==> config.mk <==
export PLATFORM = sky130hd
export DESIGN_NAME = button_event_arbiter_flat
export DESIGN_NICKNAME = d
export VERILOG_FILES = /design/src/rtl/button_pkg.sv /design/src/rtl/button_event_arbiter_if.sv /design/src/rtl/btn_debounce.sv /design/src/rtl/button_event_arbiter.sv /design/src/flat_wrapper.sv
export SDC_FILE = /design/constraint.sdc
export NUM_CORES = 1
export LEC_CHECK = 0
export ABC_AREA = 1
export CAP_MARGIN = 0
export CELL_PAD_IN_SITES_DETAIL_PLACEMENT = 1
export CELL_PAD_IN_SITES_GLOBAL_PLACEMENT = 1
export CORE_MARGIN = 1.5
export CORE_UTILIZATION = 49
export CTS_CLUSTER_DIAMETER = 40
export DETAILED_ROUTE_END_ITERATION = 16
export HOLD_SLACK_MARGIN = 0.1
export PLACE_DENSITY = 0.86
export SLEW_MARGIN = 10
export SYNTH_ARGS = -nofsm -noshare
export SYNTH_HDL_FRONTEND = slang
export SYNTH_SLANG_ARGS = --single-unit
==> constraint.sdc <==
create_clock -name clk -period 8.14 [get_ports clk]
set_clock_uncertainty 0.1 [all_clocks]
set_input_delay 1.628 -clock clk [delete_from_list [all_inputs] [get_ports clk]]
set_output_delay 1.628 -clock clk [all_outputs]
set_load 0.02 [all_outputs]
==> src/rtl/button_pkg.sv <==
// Shared constants and helpers for the push-button
// event front-end.
package button_pkg;

   localparam int N_BTN_DEF      = 4;
   localparam int DEB_CYCLES_DEF = 4;
   localparam int FIFO_DEPTH_DEF = 4;

   function automatic int btn_idx_w(input int n);
      return (n < 2) ? 1 : $clog2(n);
   endfunction

   localparam int BTN_IDX_W = btn_idx_w(N_BTN_DEF);

endpackage

==> src/rtl/button_event_arbiter_if.sv <==
// Event handshake between the button front-end
// (master) and its consumer (slave).
interface button_event_arbiter_if
   import button_pkg::*;
#(
   parameter int ID_W = BTN_IDX_W
);

   logic            evt_valid;
   logic            evt_ready;
   logic [ID_W-1:0] evt_id;

   modport master (
      output evt_valid,
      output evt_id,
      input  evt_ready
   );

   modport slave (
      input  evt_valid,
      input  evt_id,
      output evt_ready
   );

endinterface

==> src/rtl/btn_debounce.sv <==
// One button: 2-flop synchronizer, stable-level
// debouncer and a one-cycle rise pulse.
module btn_debounce
   import button_pkg::*;
#(
   parameter int DEB_CYCLES = DEB_CYCLES_DEF
) (
   input  logic clk,
   input  logic rst_n,
   input  logic i_btn,
   output logic o_rise
);

   localparam int CW = $clog2(DEB_CYCLES);

   logic          r_sync1;
   logic          r_sync2;
   logic          r_deb;
   logic          r_deb_d;
   logic [CW-1:0] r_cnt;

   // Bring the asynchronous level into the clk domain
   always_ff @(posedge clk or negedge rst_n) begin
      if (!rst_n) begin
         r_sync1 <= 1'b0;
         r_sync2 <= 1'b0;
      end else begin
         r_sync1 <= i_btn;
         r_sync2 <= r_sync1;
      end
   end

   // Flip deb after DEB_CYCLES differing samples in a row
   always_ff @(posedge clk or negedge rst_n) begin
      if (!rst_n) begin
         r_deb <= 1'b0;
         r_cnt <= '0;
      end else if (r_sync2 == r_deb) begin
         r_cnt <= '0;
      end else if (r_cnt == CW'(DEB_CYCLES - 1)) begin
         r_deb <= ~r_deb;
         r_cnt <= '0;
      end else begin
         r_cnt <= r_cnt + CW'(1);
      end
   end

   // Delayed copy of deb for rising-edge detection
   always_ff @(posedge clk or negedge rst_n) begin
      if (!rst_n) begin
         r_deb_d <= 1'b0;
      end else begin
         r_deb_d <= r_deb;
      end
   end

   assign o_rise = r_deb & ~r_deb_d;

endmodule

==> src/rtl/button_event_arbiter.sv <==
// Debounced button presses, round-robin arbitrated
// into one event queue with a valid/ready output.
module button_event_arbiter
   import button_pkg::*;
#(
   parameter int N_BTN      = N_BTN_DEF,
   parameter int DEB_CYCLES = DEB_CYCLES_DEF,
   parameter int FIFO_DEPTH = FIFO_DEPTH_DEF
) (
   input  logic                  clk,
   input  logic                  rst_n,
   input  logic [N_BTN-1:0]      btn,
   button_event_arbiter_if.master evt,
   output logic                  evt_drop,
   output logic [N_BTN-1:0]      pending
);

   localparam int IW = btn_idx_w(N_BTN);
   localparam int PW = $clog2(FIFO_DEPTH);
   localparam int CW = PW + 1;

   logic [N_BTN-1:0] w_rise;
   logic [N_BTN-1:0] w_grant;
   logic [N_BTN-1:0] w_pend_nxt;
   logic [N_BTN-1:0] r_pending;
   logic             w_found;
   logic [IW-1:0]    w_gidx;
   logic [IW-1:0]    w_scan;
   logic [IW-1:0]    r_rr;
   logic             w_full;
   logic             w_push;
   logic             w_pop;
   logic             w_valid;
   logic             w_drop;
   logic             r_drop;
   logic [IW-1:0]    r_mem [FIFO_DEPTH];
   logic [PW-1:0]    r_wr;
   logic [PW-1:0]    r_rd;
   logic [CW-1:0]    r_count;

   for (genvar g = 0; g < N_BTN; g++) begin : g_deb
      btn_debounce #(
         .DEB_CYCLES (DEB_CYCLES)
      ) u_deb (
         .clk    (clk),
         .rst_n  (rst_n),
         .i_btn  (btn[g]),
         .o_rise (w_rise[g])
      );
   end

   assign w_full  = (r_count == CW'(FIFO_DEPTH));
   assign w_valid = (r_count != '0);
   assign w_push  = w_found & ~w_full;
   assign w_pop   = w_valid & evt.evt_ready;

   // First pending button at or after rr, wrapping
   always_comb begin
      w_found = 1'b0;
      w_gidx  = '0;
      w_scan  = r_rr;
      for (int k = 0; k < N_BTN; k++) begin
         if (!w_found && r_pending[w_scan]) begin
            w_found = 1'b1;
            w_gidx  = w_scan;
         end
         if (w_scan == IW'(N_BTN - 1)) begin
            w_scan = '0;
         end else begin
            w_scan = w_scan + IW'(1);
         end
      end
   end

   // A rise re-arms its flag even when granted;
   // a rise on an ungranted set flag is lost
   always_comb begin
      w_grant = '0;
      if (w_push) begin
         w_grant = N_BTN'(1) << w_gidx;
      end
      w_drop     = |(w_rise & r_pending & ~w_grant);
      w_pend_nxt = (r_pending & ~w_grant) | w_rise;
   end

   // Pending flags, round-robin pointer, drop pulse
   always_ff @(posedge clk or negedge rst_n) begin
      if (!rst_n) begin
         r_pending <= '0;
         r_rr      <= '0;
         r_drop    <= 1'b0;
      end else begin
         r_pending <= w_pend_nxt;
         r_drop    <= w_drop;
         if (w_push) begin
            if (w_gidx == IW'(N_BTN - 1)) begin
               r_rr <= '0;
            end else begin
               r_rr <= w_gidx + IW'(1);
            end
         end
      end
   end

   // Circular event queue; no push while full
   always_ff @(posedge clk or negedge rst_n) begin
      if (!rst_n) begin
         r_mem   <= '{default: '0};
         r_wr    <= '0;
         r_rd    <= '0;
         r_count <= '0;
      end else begin
         if (w_push) begin
            r_mem[r_wr] <= w_gidx;
            r_wr        <= r_wr + PW'(1);
         end
         if (w_pop) begin
            r_rd <= r_rd + PW'(1);
         end
         r_count <= r_count + CW'(w_push) - CW'(w_pop);
      end
   end

   assign evt.evt_valid = w_valid;
   assign evt.evt_id    = r_mem[r_rd];
   assign evt_drop      = r_drop;
   assign pending       = r_pending;

endmodule

==> src/flat_wrapper.sv <==
// flat-port wrapper written by rule: the top's interface ports become plain ports
module button_event_arbiter_flat import button_pkg::*;
#(
   parameter int N_BTN      = N_BTN_DEF,
   parameter int DEB_CYCLES = DEB_CYCLES_DEF,
   parameter int FIFO_DEPTH = FIFO_DEPTH_DEF
)
  (clk, rst_n, btn, evt_drop, pending, evt_evt_valid, evt_evt_id, evt_evt_ready);
  button_event_arbiter_if evt_i ();
  input  logic clk;
  input  logic rst_n;
  input  logic [N_BTN-1:0] btn;
  output logic evt_drop;
  output logic [N_BTN-1:0] pending;
  output wire logic [$bits(evt_i.evt_valid)-1:0] evt_evt_valid;
  output wire logic [$bits(evt_i.evt_id)-1:0] evt_evt_id;
  input wire logic [$bits(evt_i.evt_ready)-1:0] evt_evt_ready;
  assign evt_evt_valid = evt_i.evt_valid;
  assign evt_evt_id = evt_i.evt_id;
  assign evt_i.evt_ready = evt_evt_ready;
  button_event_arbiter #(.N_BTN(N_BTN), .DEB_CYCLES(DEB_CYCLES), .FIFO_DEPTH(FIFO_DEPTH)) u_core (.clk(clk), .rst_n(rst_n), .btn(btn), .evt(evt_i), .evt_drop(evt_drop), .pending(pending));
endmodule
# Word level (Yosys, flattened, before mapping)
# Index checks and enable logic that the tools add are counted.
# Widths: inputs -> output; s select.
# word_totals
reg_bits	46
in_bits	7
# classes
n_addsub	12
n_lt_le_gt_ge	7
eq_ne	13
n_shift	1
muxes	35
n_bitwise	26
n_reduce_logical	13
# op_table
cell	n
$mux 2	19
$add 2x1->2 const B	10
$eq 2x2->1 const B	8
$not 1->1	13
$and 4x4->4	3
$lt 2x3->1 const B	4
$bmux 1 s2	4
$bwmux 8	1
$mux 1	8
$reduce_and 2->1	4
$and 1x1->1	6
$ge 3x3->1 const B	2
$not 2->3	2
$bmux 2 s2	1
$demux 2 s2	1
$eq 1x1->1	4
$logic_and 1x1->1	4
$mux 4	1
$not 4->4	1
$or 4x4->4	1
$reduce_or 4->1	1
$shl 1x2->4 const A	1
$add 3x1->3	1
$eq 3x3->1 const B	1
4 further kinds	6

# Depth between registers and ports, before layout
# depth
word_depth	17
mapped_depth	18

# Modules after synthesis
# From an unflattened synthesis, not the netlist that was laid out.
# hier_totals
cells_unflattened	255
area_unflattened_um2	2302.2
# modules_own_cells
mod	n_inst	cells_each	area_per_inst_um2
button_event_arbiter	1	179	1456.4
btn_debounce	4	19	211.5

# Worst setup path after synthesis
# Ideal clock, no wire load.
# synth_timing
path_type	input-to-reg
start	input port evt_evt_ready
end	register u_core.r_count[2]
setup_time_ns	0.129
arrival_ns	2.928
setup_slack_ns	4.983
path_stages	8
n_path_buf	0
cell_sequence	and2_1 -> ha_1 -> inv_1 -> ha_1 -> inv_1 -> fa_1 -> xnor2_1 -> xor2_1
# synth_via
elab_chain_cells	2
# synth_lines
element	line_no	text
start: declaration	flat_wrapper.sv:17	input wire logic [$bits(evt_i.evt_ready)-1:0] evt_evt_ready;
$and 1x1->1	button_event_arbiter.sv:55	assign w_pop = w_valid & evt.evt_ready;
$sub 3x1->3	button_event_arbiter.sv:120	r_count <= r_count + CW'(w_push) - CW'(w_pop);
end signal: assignment	button_event_arbiter.sv:120	
end: declaration	button_event_arbiter.sv:39	logic [CW-1:0] r_count;
# Every way passes these cells.
# A chain may end at the register's enable or synchronous reset.

# Worst setup path in the final report
# layout_timing
start	register u_core.r_rd[0]
end	output port evt_evt_id[0]
# layout_via
elab_chain_cells	4
# layout_lines
element	line_no	text
start: declaration	button_event_arbiter.sv:38	logic [PW-1:0] r_rd;
start signal: assignment	button_event_arbiter.sv:118	r_rd <= r_rd + PW'(1);
$not 2->3 (implied by the code)	button_event_arbiter.sv:125	assign evt.evt_id = r_mem[r_rd];
$bmux 2 s2	button_event_arbiter.sv:125	
$mux 2 (implied by the code) (2 in series)	button_event_arbiter.sv:125	
end: declaration	flat_wrapper.sv:16	output wire logic [$bits(evt_i.evt_id)-1:0] evt_evt_id;
# Every way passes these cells. The select of a mux whose other input is x is not followed.

==> results.md <==
- Status: finished clean
- Gate Count Post-Synth: 235
- Area of the multi-input gates: 957 um2
- Crit Path Max Fanout: 7
- Pin count of the biggest net entering global routing: 47
- Post-CTS Setup Bufs: 0
- Post-place setup slack: 4.45 ns
- Port Buffers: 14
- Top Ports: 15
- Worst hold slack: 0.258 ns
- DR pass1 iterations: 5
- FF+latch count, synth: 46
- Syn avg cell area: 9.54 um2
- GRT overflow: 0
- All-Layer GR Usage: 20.9%
- Seq/Total Area, Yosys: 51.3%
- Detail Route Antenna Nets: 0
- Total clock sinks: 46
- Storage cell area: 0.00115 mm2
- Vias per cell: 5.21
- Most common cell in the netlist: nand2_1
- Ys async rst share: 100%
- Global-route wire length before repair: 8070 um
- Slack of the critical path: 4.69 ns
- Nets: 279
- WP data required: 6.41 ns
- Design Area, Final: 0.00253 mm2
- Total CTS buffers: 5
- Kind of critical path: register to output port
- Main flop type after synthesis: dfrtp_1
- Row Count: 24
- Setup tns final: 0 ns
- Final setup violation count: 0
- Max Transition Viols Final: 0
- Share of layout cells above drive strength 1: 12.5%
- Synth warnings: 0
- Placer Congestion: 0.777
- EDFF count, synth: 0
- Post-Syn Area: 0.00224 mm2
- CTS tree: yes
- Final Cycle Share: 42.4%
- Slew @ Worst Pin: 1.01 ns
- Fmax: 0.290 GHz
- Count of different cell masters after synthesis: 27
- Fillcell total: 514
- Vias in the first global route: 1,680
- Core area: 0.00438 mm2
- Post-synth top area cell: dfrtp_1
- Syn nets: 258
- Top cell type's share of synthesized area: 51.3%
- Worst setup EP type: output port
- Reg clk slew, reported paths: 0.09 ns
- Die area: 0.00499 mm2
- Slew HR: 32.8%
- Die Span Y: 70.6 um
- Startpoint types: register
- Hold/Removal Path Class: register to register
- Max-cap violation count: 0
- Clock root cell: clkbuf_8
- Detailed Route WL: 4730 um
- Cell Area, Placed: 0.00244 mm2
- Worst EP arrival: 1.72 ns
- Post-CTS Resized: 0
- Fin. Hold Viols: 0
- H-tree levels: 2
- Main area contributors after synthesis: dfrtp_1 51%, nand2_1 8.9%, ha_1 8.4%
- Final min period: 3.45 ns
- Initial core utilization: 51.1%
- Residual DRC count: 0
- DRT iter0 DRCs: 82
- Initial antenna violation count: 0
- Vias: 1,609
- Synth-to-Final Area Change: 12.8%
- Die X: 70.6 um
- Hpwl dp: 3530 um
- Antenna cell count: 0
- Hold buffer count at cts: 0
- Mean routed wirelength per cell: 15.3 um
- RSZ-0062 raised after global routing: false
- CTS Buffer Depth: 2
- Worst skew pair latency: 0.30 ns
- Synth top cells by count: 53 x nand2_1, 46 x dfrtp_1, 30 x inv_1
-- layer usage --
layer,up-vias,wire [um],track usage [%]
met5,-,0,0
met4,0,56,6.08
met3,6,125,4.42
met2,29,2440,35.6
met1,797,2110,27.2
li1,777,-,-
-- stage by stage --
step / instances / utilization (%)
after floorplan: 235 / -
after CTS: 309 / 57.7
after global routing: 309 / 57.7
final: 309 / 57.7
after detailed placement: 301 / 55.7
after global placement: 301 / 55.7
-- sequential cells by signal (all words and copies together) (netlist names) --
register,flops
u_core.g_deb.u_deb.r_deb_d,4
u_core.g_deb.u_deb.r_deb,4
u_core.r_rd,2
u_core.g_deb.u_deb.r_sync2,4
u_core.pending,4
u_core.g_deb.u_deb.r_cnt,8
u_core.r_mem,8
u_core.g_deb.u_deb.r_sync1,4
u_core.r_rr,2
u_core.evt_drop,1
u_core.r_count,3
u_core.r_wr,2
-- final timing paths --
kind,startpoint,end,slack [ns],cells past startpoint
hold reg to reg,u_core.g_deb[3].u_deb.r_sync1,u_core.g_deb[3].u_deb.r_sync2,0.26,0
hold / removal,u_core.g_deb[3].u_deb.r_sync1,u_core.g_deb[3].u_deb.r_sync2,0.26,0
setup / recovery,u_core.r_rd[0],evt_evt_id[0],4.69,4
max in group asynchronous,rst_n,u_core.r_rr[0],5.92,1
setup reg to reg,u_core.r_rr[0],u_core.r_count[2],5.07,15
min in group asynchronous,rst_n,u_core.g_deb[3].u_deb.r_sync1,1.39,1
-- worst max-delay path, cell delays in order (launching register included) --
cell and delay, ns:
dfrtp_1 0.46, inv_1 0.13, nor2_1 0.05, o22ai_1 0.16, clkdlybuf4s50_1 0.62
-- kinds of logic after synthesis --
family / after synthesis / synth area share, %
xor+xnor: 9 / 3.52
flops: 46 / 51.3
buf+inv: 35 / 5.97
simple gates: 103 / 23.9
fa+ha+maj: 16 / 9.26
compound gates: 26 / 6.03
-- layout make-up --
| cell class | instances | area share (%) |
|---|---|---|
| Clock inverter | 3 | 0.742 |
| Sequential cell | 46 | 45.5 |
| Multi-Input combinational cell | 154 | 37.8 |
| Inverter | 35 | 5.29 |
| Tap cell | 52 | 2.57 |
| Clock buffer | 5 | 2.72 |
| Timing Repair Buffer | 14 | 5.34 |
-- cell usage in the layout (no fill, tap or decap), types with 6 or more instances in the layout --
master / Yosys / final
o21ai_1: 15 / 15
nor2_1: 11 / 11
clkdlybuf4s50_1: 0 / 13
nand2_4: 7 / 7
nor3_1: 6 / 6
ha_1: 15 / 15
nand2_1: 53 / 53
dfrtp_1: 46 / 46
o21ai_0: 8 / 8
nand3_1: 12 / 12
inv_1: 30 / 30
Power is left out: the tool's default activity adds up to more than one toggle a clock period on the data nets, which glitch-free logic cannot reach.
